--- src/rtl/cpu_boot_loader_pkg.sv ---
// Shared state encoding, address step and sizing for the CPU boot loader.
// The enum values alias the 3-bit state codes so both forms stay consistent.
package cpu_boot_pkg;

    localparam logic [2:0] ST_IDLE  = 3'd0;
    localparam logic [2:0] ST_LOAD  = 3'd1;
    localparam logic [2:0] ST_FLUSH = 3'd2;
    localparam logic [2:0] ST_RUN   = 3'd3;
    localparam logic [2:0] ST_DONE  = 3'd4;
    localparam logic [2:0] ST_ERR   = 3'd5;

    typedef enum logic [2:0] {
        S_IDLE  = ST_IDLE,
        S_LOAD  = ST_LOAD,
        S_FLUSH = ST_FLUSH,
        S_RUN   = ST_RUN,
        S_DONE  = ST_DONE,
        S_ERR   = ST_ERR
    } state_e;

    localparam logic [31:0] ADDR_STEP = 32'd4;
    localparam int unsigned WC_W      = 16;

    // Byte address of word idx; wraps modulo 2^32 by construction.
    function automatic logic [31:0] word_addr(input logic [31:0] base,
                                              input logic [WC_W-1:0] idx);
        return base + ({{(32-WC_W){1'b0}}, idx} * ADDR_STEP);
    endfunction

endpackage

--- src/rtl/cpu_boot_loader_if.sv ---
// Bundle of the boot loader's host stream, memory write port and CPU run gate.
// master = host/test side, slave = the loader itself.
interface cpu_boot_loader_if;
    import cpu_boot_pkg::*;

    logic              start;
    logic              in_valid;
    logic [31:0]       in_data;
    logic              in_last;
    logic              in_ready;
    logic              mem_we;
    logic [31:0]       mem_addr;
    logic [31:0]       mem_din;
    logic              cpu_run;
    logic [31:0]       v1_in;
    logic [31:0]       result;
    logic              done;
    logic              error;
    logic [WC_W-1:0]   word_count;

    modport master (
        output start, in_valid, in_data, in_last, v1_in,
        input  in_ready, mem_we, mem_addr, mem_din, cpu_run,
               result, done, error, word_count
    );

    modport slave (
        input  start, in_valid, in_data, in_last, v1_in,
        output in_ready, mem_we, mem_addr, mem_din, cpu_run,
               result, done, error, word_count
    );

endinterface

--- src/rtl/cpu_boot_loader_run_timer.sv ---
// Run-phase cycle counter: held at zero while cleared, counts while enabled,
// and flags the last cycle of a RUN_CYCLES-long window.
module run_timer #(
    parameter int unsigned RUN_CYCLES = 1350
) (
    input  logic clk,
    input  logic rst_n,
    input  logic clear_i,
    input  logic en_i,
    output logic tc_o
);

    localparam logic [31:0] TERMINAL = 32'(RUN_CYCLES - 1);

    logic [31:0] count_q;
    logic [31:0] count_d;

    always_comb begin
        count_d = count_q;
        if (clear_i) begin
            count_d = 32'd0;
        end else if (en_i) begin
            count_d = count_q + 32'd1;
        end
    end

    always_ff @(posedge clk or negedge rst_n) begin
        if (!rst_n) begin
            count_q <= 32'd0;
        end else begin
            count_q <= count_d;
        end
    end

    assign tc_o = en_i && (count_q == TERMINAL);

endmodule

--- src/rtl/cpu_boot_loader.sv ---
// Streams a program image into DataMemory, then gates the CPU on for a fixed
// number of clocks and captures register v1 as the program result.
module cpu_boot_loader
    import cpu_boot_pkg::*;
#(
    parameter logic [31:0]  BASE_ADDR   = 32'h0,
    parameter int unsigned  DEPTH_WORDS = 1024,
    parameter int unsigned  RUN_CYCLES  = 1350
) (
    input  logic              clk,
    input  logic              rst_n,
    cpu_boot_loader_if.slave  bus
);

    localparam logic [WC_W-1:0] LAST_IDX = WC_W'(DEPTH_WORDS - 1);

    state_e            state_q, state_d;
    logic [WC_W-1:0]   word_count_q, word_count_d;
    logic              mem_we_q, mem_we_d;
    logic [31:0]       mem_addr_q, mem_addr_d;
    logic [31:0]       mem_din_q, mem_din_d;
    logic [31:0]       result_q, result_d;
    logic              done_q, done_d;
    logic              error_q, error_d;

    logic              in_ready;
    logic              accept;
    logic              run_tc;

    assign in_ready = (state_q == S_LOAD);
    assign accept   = bus.in_valid && in_ready;

    run_timer #(
        .RUN_CYCLES (RUN_CYCLES)
    ) u_run_timer (
        .clk     (clk),
        .rst_n   (rst_n),
        .clear_i (state_q != S_RUN),
        .en_i    (state_q == S_RUN),
        .tc_o    (run_tc)
    );

    always_comb begin
        state_d      = state_q;
        word_count_d = word_count_q;
        mem_we_d     = 1'b0;
        mem_addr_d   = mem_addr_q;
        mem_din_d    = mem_din_q;
        result_d     = result_q;
        done_d       = done_q;
        error_d      = error_q;

        case (state_q)
            S_IDLE, S_DONE, S_ERR: begin
                if (bus.start) begin
                    state_d      = S_LOAD;
                    word_count_d = '0;
                    done_d       = 1'b0;
                    error_d      = 1'b0;
                end
            end
            S_LOAD: begin
                if (accept) begin
                    mem_we_d     = 1'b1;
                    mem_addr_d   = word_addr(BASE_ADDR, word_count_q);
                    mem_din_d    = bus.in_data;
                    word_count_d = word_count_q + 1'b1;
                    // A final word at the last slot is legal; only a missing in_last overflows.
                    if (bus.in_last) begin
                        state_d = S_FLUSH;
                    end else if (word_count_q == LAST_IDX) begin
                        state_d = S_ERR;
                        error_d = 1'b1;
                    end
                end
            end
            S_FLUSH: begin
                state_d = S_RUN;
            end
            S_RUN: begin
                if (run_tc) begin
                    result_d = bus.v1_in;
                    done_d   = 1'b1;
                    state_d  = S_DONE;
                end
            end
            default: begin
                state_d = S_IDLE;
            end
        endcase
    end

    always_ff @(posedge clk or negedge rst_n) begin
        if (!rst_n) begin
            state_q      <= S_IDLE;
            word_count_q <= '0;
            mem_we_q     <= 1'b0;
            mem_addr_q   <= 32'd0;
            mem_din_q    <= 32'd0;
            result_q     <= 32'd0;
            done_q       <= 1'b0;
            error_q      <= 1'b0;
        end else begin
            state_q      <= state_d;
            word_count_q <= word_count_d;
            mem_we_q     <= mem_we_d;
            mem_addr_q   <= mem_addr_d;
            mem_din_q    <= mem_din_d;
            result_q     <= result_d;
            done_q       <= done_d;
            error_q      <= error_d;
        end
    end

    assign bus.in_ready   = in_ready;
    assign bus.mem_we     = mem_we_q;
    assign bus.mem_addr   = mem_addr_q;
    assign bus.mem_din    = mem_din_q;
    assign bus.cpu_run    = (state_q == S_RUN);
    assign bus.result     = result_q;
    assign bus.done       = done_q;
    assign bus.error      = error_q;
    assign bus.word_count = word_count_q;

endmodule

--- src/flat_wrapper.sv ---
// flat-port wrapper written by rule: the top's interface ports become plain ports
module cpu_boot_loader_flat import cpu_boot_pkg::*;
#(
    parameter logic [31:0]  BASE_ADDR   = 32'h0,
    parameter int unsigned  DEPTH_WORDS = 1024,
    parameter int unsigned  RUN_CYCLES  = 1350
)
  (clk, rst_n, bus_start, bus_in_valid, bus_in_data, bus_in_last, bus_v1_in, bus_in_ready, bus_mem_we, bus_mem_addr, bus_mem_din, bus_cpu_run, bus_result, bus_done, bus_error, bus_word_count);
  cpu_boot_loader_if bus_i ();
  input  logic clk;
  input  logic rst_n;
  input wire logic [$bits(bus_i.start)-1:0] bus_start;
  input wire logic [$bits(bus_i.in_valid)-1:0] bus_in_valid;
  input wire logic [$bits(bus_i.in_data)-1:0] bus_in_data;
  input wire logic [$bits(bus_i.in_last)-1:0] bus_in_last;
  input wire logic [$bits(bus_i.v1_in)-1:0] bus_v1_in;
  output wire logic [$bits(bus_i.in_ready)-1:0] bus_in_ready;
  output wire logic [$bits(bus_i.mem_we)-1:0] bus_mem_we;
  output wire logic [$bits(bus_i.mem_addr)-1:0] bus_mem_addr;
  output wire logic [$bits(bus_i.mem_din)-1:0] bus_mem_din;
  output wire logic [$bits(bus_i.cpu_run)-1:0] bus_cpu_run;
  output wire logic [$bits(bus_i.result)-1:0] bus_result;
  output wire logic [$bits(bus_i.done)-1:0] bus_done;
  output wire logic [$bits(bus_i.error)-1:0] bus_error;
  output wire logic [$bits(bus_i.word_count)-1:0] bus_word_count;
  assign bus_i.start = bus_start;
  assign bus_i.in_valid = bus_in_valid;
  assign bus_i.in_data = bus_in_data;
  assign bus_i.in_last = bus_in_last;
  assign bus_i.v1_in = bus_v1_in;
  assign bus_in_ready = bus_i.in_ready;
  assign bus_mem_we = bus_i.mem_we;
  assign bus_mem_addr = bus_i.mem_addr;
  assign bus_mem_din = bus_i.mem_din;
  assign bus_cpu_run = bus_i.cpu_run;
  assign bus_result = bus_i.result;
  assign bus_done = bus_i.done;
  assign bus_error = bus_i.error;
  assign bus_word_count = bus_i.word_count;
  cpu_boot_loader #(.BASE_ADDR(BASE_ADDR), .DEPTH_WORDS(DEPTH_WORDS), .RUN_CYCLES(RUN_CYCLES)) u_core (.clk(clk), .rst_n(rst_n), .bus(bus_i));
endmodule
--- config.mk ---
export PLATFORM = sky130hd
export DESIGN_NAME = cpu_boot_loader_flat
export DESIGN_NICKNAME = d
export VERILOG_FILES = /design/src/rtl/cpu_boot_loader_pkg.sv /design/src/rtl/cpu_boot_loader_if.sv /design/src/rtl/cpu_boot_loader_run_timer.sv /design/src/rtl/cpu_boot_loader.sv /design/src/flat_wrapper.sv
export SDC_FILE = /design/constraint.sdc
export NUM_CORES = 1
export LEC_CHECK = 0
export ABC_AREA = 1
export BUFFER_PORTS_ARGS = -buffer_cell sky130_fd_sc_hd__buf_2
export CAP_MARGIN = 10
export CORE_MARGIN = 4
export CORE_UTILIZATION = 35
export CTS_BUF_LIST = sky130_fd_sc_hd__clkbuf_4
export CTS_CLUSTER_SIZE = 28
export DETAILED_ROUTE_END_ITERATION = 16
export GPL_ROUTABILITY_DRIVEN = 0
export PLACE_DENSITY = 0.56
export REMOVE_ABC_BUFFERS = 1
export SYNTH_ARGS = -nofsm -noshare
export SYNTH_HDL_FRONTEND = slang
export SYNTH_SLANG_ARGS = --single-unit
--- constraint.sdc ---
create_clock -name clk -period 1.9 [get_ports clk]
set_input_delay 0.285 -clock clk [delete_from_list [all_inputs] [get_ports clk]]
set_output_delay 0.285 -clock clk [all_outputs]
set_load 0.01 [all_outputs]
-- Word-level counts from Yosys, hierarchy flattened
Cells that the tools add are included.
- multiplexer cells: 20
- add/subtract/negate cells: 2
- eq/ne operators: 14
- reduce and logical (&&, ||, !) cells: 13
- operators by type and width (kind ; count):
    $mux 32 ; 2
    $add 32x1->32 const B ; 1
    $eq 32x11->1 const B ; 1
    $mux 16 ; 2
    $pmux 16 s2 ; 1
    $add 16x1->16 const B ; 1
    $eq 16x10->1 const B ; 1
    $mux 3 ; 5
    $pmux 3 s4 ; 1
    $ne 2x2->1 const B ; 4
    $mux 1 ; 7
    $eq 3x2->1 const B ; 2
    $eq 3x3->1 const B ; 2
    $reduce_and 3->1 ; 2
    $reduce_bool 2->1 ; 3
    $reduce_and 5->1 ; 1
    $pmux 1 s2 ; 2
    $reduce_and 2->1 ; 2
    $reduce_and 4->1 ; 1
    $eq 3x1->1 const B ; 1
    $logic_not 3->1 ; 1
    $ne 3x2->1 const B ; 1
    $ne 3x3->1 const B ; 1
    $reduce_or 3->1 ; 1
    2 further kinds ; 3
- output and inout port bits: 117
- bits in registers: 134
- bits of input ports: 69
- logic and storage cells: 58

-- Depth between registers and ports, before layout
Gate-level depths: netlist (run 1).
- depth in word-level cells: 5
- gate-level depth with buffers: 11
- mapped depth without buffers: 11

-- By module
From an unflattened synthesis (run 1), not the netlist that was laid out.
- cells, all modules: 857
- area, all modules: 6591.3 sq um
- by module, submodules not included (module ; instances ; area an instance (sq um) ; cells an instance ; seq. area each (sq um)):
    cpu_boot_loader ; 1 ; 4496.8 ; 544 ; 2552.4
    run_timer ; 1 ; 2094.5 ; 313 ; 800.8

-- Worst setup path after synthesis (run 1)
Ideal clock, no wire load.
- path type: register -> register
- start: reg u_core.u_run_timer.count_q[1]
- end: reg u_core.result_q[18] (netlist: u_core.bus.result[18])
- arrival time: 1348 ps
- setup time: 130 ps
- cell stages (with the launch flop): 12
- path buffers: 2
- path slack: 422 ps
- data required time: 1770 ps
- clock period less this slack: 1478 ps
- path through: dfrtp_1 > inv_1 > ha_1 > nand2_1 > nor2_1 > nand2_1 > nor2_1 > nand3_2 > buf_6 > buf_6 > nand2_1 > o21ai_1
- cells in the longest elaborated chain, start to end: 3
- RTL lines (element ; line ; source):
    start, declared ; cpu_boot_loader_run_timer.sv:15 ; logic [31:0] count_q;
    start signal, assigned ; cpu_boot_loader_run_timer.sv:31 ; count_q <= count_d;
    $eq 32x11->1 ; cpu_boot_loader_run_timer.sv:35 ; assign tc_o = en_i && (count_q == TERMINAL);
    $logic_and 1x1->1 ; cpu_boot_loader_run_timer.sv:35 ;
    $reduce_and 2->1 (no line) ; n/a ;
    end signal, assigned ; cpu_boot_loader.sv:109 ; result_q <= result_d;
    end, declared ; cpu_boot_loader.sv:22 ; logic [31:0] result_q, result_d;
No other way between the ends.
A chain may end at the register's enable or synchronous reset.

-- Worst setup path after layout (run 1)
- start: reg u_core.state_q[2]
- end: out bus_cpu_run
- cells in the longest elaborated chain, start to end: 1
- RTL lines (element ; line ; source):
    start, declared ; cpu_boot_loader.sv:17 ; state_e state_q, state_d;
    start signal, assigned ; cpu_boot_loader.sv:104 ; state_q <= state_d;
    $eq 3x2->1 ; cpu_boot_loader.sv:119 ; assign bus.cpu_run = (state_q == S_RUN);
    end, declared ; flat_wrapper.sv:21 ; output wire logic [$bits(bus_i.cpu_run)-1:0] bus_cpu_run;
No other way between the ends.

==> flow_summary.ini, run 1 <==
[yosys]
synthMuxAreaShare_pct = 0
yosysSeqAreaShare_pct = 50.90
synth-xor-area-share_pct = 0.5318
syn_area_mm2 = 0.006588
synthTopCellsByArea = dfrtp_1 (51%), nand2_1 (16%), inv_1 (5.5%)
ys_warn_count = 0
synthSimpleGateAreaFrac_pct = 29.02
synth_edf_count = 0
synth_area_leader_cell = dfrtp_1
ys_types = 35
syn_avg_cell_area_um2 = 7.995
synth_compound_area_share_pct = 8.148
synthArstFlopShare_pct = 100.0
synth_top_family_by_area = simple AND/OR/NAND/NOR gates
yosysTopAreaCellShare_pct = 50.90
synth_fa_ha_area_share_pct = 0.5698
syn-instance-count = 824
synth_flop_cell = dfrtp_1
ys_ff_latch = 134

[cts]
clk_pin_slew_worst_paths_ns = 0.12
clk_path_buf_depth = 2
cts.root.buffer_cell = clkbuf_4
tritoncts = done
cts.sinks = 134
worstSkewPairLatency_ns = 0.55
htree_levels = 4
numCtsBuffers = 17

[routing]
met1_length_mm = 8.058
ant_nets = 0
wl_per_cell_um = 13.43
drtPass1Iterations = 6
vias = 5891
vias_per_cell = 4.507
drc_errors = 0
top_layer_used = met4
wl_met2_mm = 8.011
wirelength_mm = 17.55
met3WireLength_mm = 1.185
drt_first_iter_violations = 351

[setup_path]
required_ns = 1.62
reg2reg_slack_ns = 0.20
timing.rr.start = u_core.state_q[2]
cp-startpoint = u_core.state_q[2]
path_max_fanout = 4
crit_path_top_delay_cell = dfrtp_1
cp_cell_sequence = inv_1 > nand2_4 > nor2_8 > buf_2
worstPathArrival_ns = 1.46
worstSetupPathType = register to output pin
cp-endpoint = bus_cpu_run
r2r_end = u_core.bus.result[5]
cpPeakStageDelay_ns = 0.42
worstSetupStartpointType = register
endpoint_kind = output pin
rr_worst_depth = 8

[global_route]
grt_pass1_vias = 5892
grt.total_usage_pct = 17.10
grt_max_degree = 61
overflow = 0
grt_pass1_wl_mm = 29.73
antenna_found_initial = 1

[place]
placed_cells = 1208
dp_hpwl_mm = 12.41
portBuffers = 169

[power_and_ir_drop]
combPwrFrac_pct = 5.2
seqPwrFrac_pct = 53.3
finalPower_mw = 5.346
ir_drop_v = 0.0003833
power_leakage_nw = 4.617
clkPwrFrac_pct = 41.4
p_int_mw = 4.073
powerDensity_mw_per_mm2 = 621.6
p_sw_share_pct = 23.80
p_sw_mw = 1.273

[floorplanning]
die_area_mm2 = 0.02108
rows = 49
coreArea_mm2 = 0.01821
fp.dieW_um = 145.2
start_util_pct = 36.18
fp.dieH_um = 145.2
io-pin-count = 186

[timing]
rsz0062_at_grt = no
setup_tns_ns = 0
final_hold_viol_count = 0
period_share_pct = 91.90
skew_ns = 0.02085
slew_viol_final = 0
finalCriticalPeriod_ns = 1.746
hold_ws_ns = 0.07538
max_freq_mhz = 572.7
setup_viol = 0

[finish]
multi_input_area_mm2 = 0.002591
fin_cells = 1307
seq_area_mm2 = 0.003353
drive_gt1_share_pct = 25.16
nets = 1136
fillers = 1767
mostFrequentLayoutCells = nand2_1 (275), buf_2 (168), dfrtp_1 (134)
area_growth_syn_to_layout_pct = 30.54
final_common_cell = nand2_1

[worst_hold_path]
holdCritPathClass = input port to register

[status]
status = completed

[flow_run]
cap_violations = 0
[final cells by class]
cell class              instances  share of cell area, %
flip-flops and latches        134                  38.99
multi-input cells             560                  30.13
repair buffers                245                  19.02
inverters                     106                  4.641
well taps                     229                  3.332
clock inverters                14                  2.284
clock buffers                  18                  1.571
diodes                          1                0.02910
[sequential cells by signal, indices dropped and copies added (netlist names)]
| register | cells |
|---|---|
| u_core.bus.result | 32 |
| u_core.state_q | 3 |
| u_core.u_run_timer.count_q | 32 |
| u_core.bus.mem_addr | 16 |
| u_core.bus.mem_din | 32 |
| u_core.bus.mem_we | 1 |
| u_core.bus.error | 1 |
| u_core.bus.word_count | 16 |
| u_core.bus.done | 1 |
[cells by family after synthesis]
group	after synthesis
and+or+nand+nor	450
AOI/OAI and AO/OA	87
buffers and inverters	145
DFF	134
xor gates and xnor gates	4
adders and majority gates	3
other	1
[worst min path at each step]
stage	startpoint	endpoint	slack, ns	depth (start not counted)
final	bus_in_last	u_core.bus.error	0.08	4
after detailed placement	rst_n	u_core.bus.result[0]	0.22	1
after floorplan	rst_n	u_core.bus.done	-0.01	0
after global placement	rst_n	u_core.bus.result[0]	0.22	1
after CTS	bus_in_last	u_core.bus.error	0.02	4
after global routing	bus_in_last	u_core.bus.error	0.07	4
[metal layers]
layer	global-route usage, %	vias to the layer above
li1	-	3006
met1	22.54	2661
met2	27.63	198
met3	4.615	26
met4	5.413	0
met5	0	-
[synth_stat cells (4+ instances only)]
| cell | number |
|---|---|
| o21ai_2 | 23 |
| nand3_1 | 28 |
| o21ai_1 | 11 |
| xor2_1 | 4 |
| clkbuf_1 | 4 |
| buf_2 | 7 |
| nand4_1 | 11 |
| buf_4 | 17 |
| nor3_2 | 5 |
| o21ai_0 | 25 |
| inv_2 | 8 |
| buf_6 | 10 |
| dfrtp_1 | 134 |
| nand2_2 | 13 |
| inv_1 | 97 |
| nor2_2 | 4 |
| nor2_1 | 87 |
| nand2_1 | 275 |
| nor3_1 | 20 |
| a21oi_1 | 22 |
[stage by stage]
stage	setup slack, ns	area (um2)	util [%]
floorplan	-0.3403	6334	-
global placement	0.2215	7597	41.72
detailed placement	0.2072	7597	41.72
CTS	0.08248	8587	47.16
global route	0.01733	8600	47.23
finish	0.1539	8600	47.23
[critical path: cells and delay by family (launching register included)]
family                 cells  cell delay (ns)
buffers and inverters      2             0.24
DFF                        1             0.42
and+or+nand+nor            2             0.24
[power by group through the flow]
| stage | Sequential, mW | Combinational (mW) | Clock [mW] |
|---|---|---|---|
| 2_1_floorplan | 2.91 | 0.0318 | 0 |
| 3_3_place_gp | 2.91 | 0.178 | 0 |
| 6_report | 2.85 | 0.279 | 2.22 |
| 4_1_cts | 2.85 | 0.281 | 2.30 |
| 3_5_place_dp | 2.91 | 0.179 | 0 |
| 5_1_grt | 2.85 | 0.316 | 2.40 |
[what timing repair did]
| action | in CTS | in global routing |
|---|---|---|
| endpoints found under the setup margin | 1 | 2 |
| hold buffers | 65 | 0 |
| gates resized for setup | 0 | 2 |
| buffers inserted | 1 | 0 |
| gates cloned | 0 | 0 |
| pin swaps | 1 | 0 |
| endpoints found under the hold margin | 162 | 0 |
Power figures use the tool's default switching activity.
==> inputs of run 2 (changes only) <==
RECOVER_POWER = 100   (was default)
==> run 2 against run 1 <==
Net effect:
- sequential cell count stayed put
- non-clock buffer count stayed put
- critical path type unchanged
- cell area is 3.1% lower
- total power is 0.25% lower
==> flow_summary.ini, run 2 (synthesis gave the netlist of run 1 again) <==
[power_and_ir_drop]
finalPower_mw = 5.332
p_sw_mw = 1.263
ir_drop_v = 0.0003833
powerDensity_mw_per_mm2 = 640.2
p_sw_share_pct = 23.68
combPwrFrac_pct = 5.0
p_int_mw = 4.070
seqPwrFrac_pct = 53.5
power_leakage_nw = 4.283
clkPwrFrac_pct = 41.5

[global_route]
grt_pass1_vias = 5892
overflow = 0
antenna_found_initial = 1
grt_pass1_wl_mm = 29.73
grt.total_usage_pct = 17.10
grt_max_degree = 61

[setup_path]
r2r_end = u_core.u_run_timer.count_q[19]
worstSetupPathType = register to output pin
path_max_fanout = 4
reg2reg_slack_ns = 0.18
worstSetupStartpointType = register
endpoint_kind = output pin
worstPathArrival_ns = 1.46
timing.rr.start = u_core.u_run_timer.count_q[0]
crit_path_top_delay_cell = dfrtp_1
cp_cell_sequence = inv_1 > nand2_4 > nor2_8 > clkbuf_2
required_ns = 1.62
rr_worst_depth = 8
cpPeakStageDelay_ns = 0.42

[worst_hold_path]
min_path_cells = 4
holdCritPathClass = input port to register
hold_path_startpoint = bus_in_last
min_to = u_core.bus.error

[routing]
drtPass1Iterations = 5
wirelength_mm = 17.58
wl_per_cell_um = 13.45
vias_per_cell = 4.497
ant_nets = 0
drt_first_iter_violations = 335
drc_errors = 0
vias = 5877

[finish]
seq_area_mm2 = 0.003353
drive_gt1_share_pct = 13.09
mostFrequentLayoutCells = nand2_1 (283), dfrtp_1 (134), clkbuf_1 (99)
area_growth_syn_to_layout_pct = 26.44
nets = 1136
fillers = 1867
multi_input_area_mm2 = 0.002487
final_util_pct = 45.74
final_common_cell = nand2_1

[timing]
finalCriticalPeriod_ns = 1.742
final_hold_viol_count = 0
setup_viol = 0
skew_ns = 0.02014
rsz0062_at_grt = no
period_share_pct = 91.66
slew_viol_final = 0
worst_pin_slew_ns = 0.9838
layout_setup_ws_ns = 0.1584
max_freq_mhz = 574.2
relSlewSlack_pct = 34.41

[cts]
clk_path_buf_depth = 2
htree_levels = 4
clk_pin_slew_worst_paths_ns = 0.12
cts.root.buffer_cell = clkbuf_4
tritoncts = done
numCtsBuffers = 17
cts.sinks = 134
worstSkewPairLatency_ns = 0.55

[status]
status = completed

[floorplanning]
fp.dieH_um = 145.2
start_util_pct = 36.18
coreArea_mm2 = 0.01821
fp.dieW_um = 145.2
rows = 49
die_area_mm2 = 0.02108
io-pin-count = 186

[place]
dp_hpwl_mm = 12.41
dp_slack_ns = 0.2072
portBuffers = 169

[flow_run]
cap_violations = 0
## run 2: cell count changes in the layout (fill, tap and decap cells not counted), moves of 8 or more
cell and delta:
nand2_2 -8, o21ai_2 -20, nand2_1 +8, clkbuf_1 +99, buf_2 -100, o21ai_0 +27
## run 2: metrics by stage
stage          hold WS, ns  setup TNS (ns)  cells  instance area [um2]
2_1_floorplan     -0.01059          -18.46    800                 6334
3_3_place_gp        0.2168               0   1208                 7597
3_5_place_dp        0.2196               0   1208                 7597
4_1_cts            0.02278               0   1306                 8587
5_1_grt            0.05466               0   1307                 8329
6_report           0.06879               0   1307                 8329
## run 2: area by class of cell
class	count	area share (%)
antenna	1	0.03004
timing repair buffer	245	17.64
inverter	106	4.792
clock buffer	18	1.622
sequential	134	40.26
clock inverter	14	2.358
multi-input combinational	560	29.86
tap	229	3.440
## run 2: how the worst max path moves through the flow
stage / depth (start not counted) / startpoint / slack [ns] / endpoint
5_1_grt: 8 / u_core.u_run_timer.count_q[0] / 0.01 / u_core.u_run_timer.count_q[19]
2_1_floorplan: 9 / u_core.u_run_timer.count_q[1] / -0.34 / u_core.bus.result[0]
3_3_place_gp: 10 / u_core.u_run_timer.count_q[1] / 0.22 / u_core.bus.result[4]
3_5_place_dp: 10 / u_core.u_run_timer.count_q[1] / 0.21 / u_core.bus.result[10]
4_1_cts: 4 / u_core.state_q[2] / 0.08 / bus_cpu_run
6_report: 4 / u_core.state_q[2] / 0.16 / bus_cpu_run
## run 2: routing by layer
metal  vias up  GRT usage [%]  routed length, um
met5         -              0                  0
met4         0          5.413                270
li1       3004              -                  -
met3        26          4.615               1112
met1      2671          22.54               8184
met2       176          27.63               8013
## run 2: power groups by stage
stage               combinational, mW  clock, mW  sequential (mW)
finish                          0.268       2.21             2.85
global route                    0.305       2.40             2.85
CTS                             0.281       2.30             2.85
detailed placement              0.179          0             2.91
global placement                0.178          0             2.91
floorplan                      0.0318          0             2.91
## run 2: repair_timing
action,CTS,global route
gates resized for setup,0,2
hold buffers,65,0
pin swaps,1,0
setup buffers,1,0
hold endpoints to repair,162,0
endpoints found under the setup margin,1,2
## run 2: critical path: cells and delay by family, from the launching register on
family	cells	cell delay (ns)
DFF	1	0.42
buffers and inverters	2	0.25
and+or+nand+nor	2	0.24
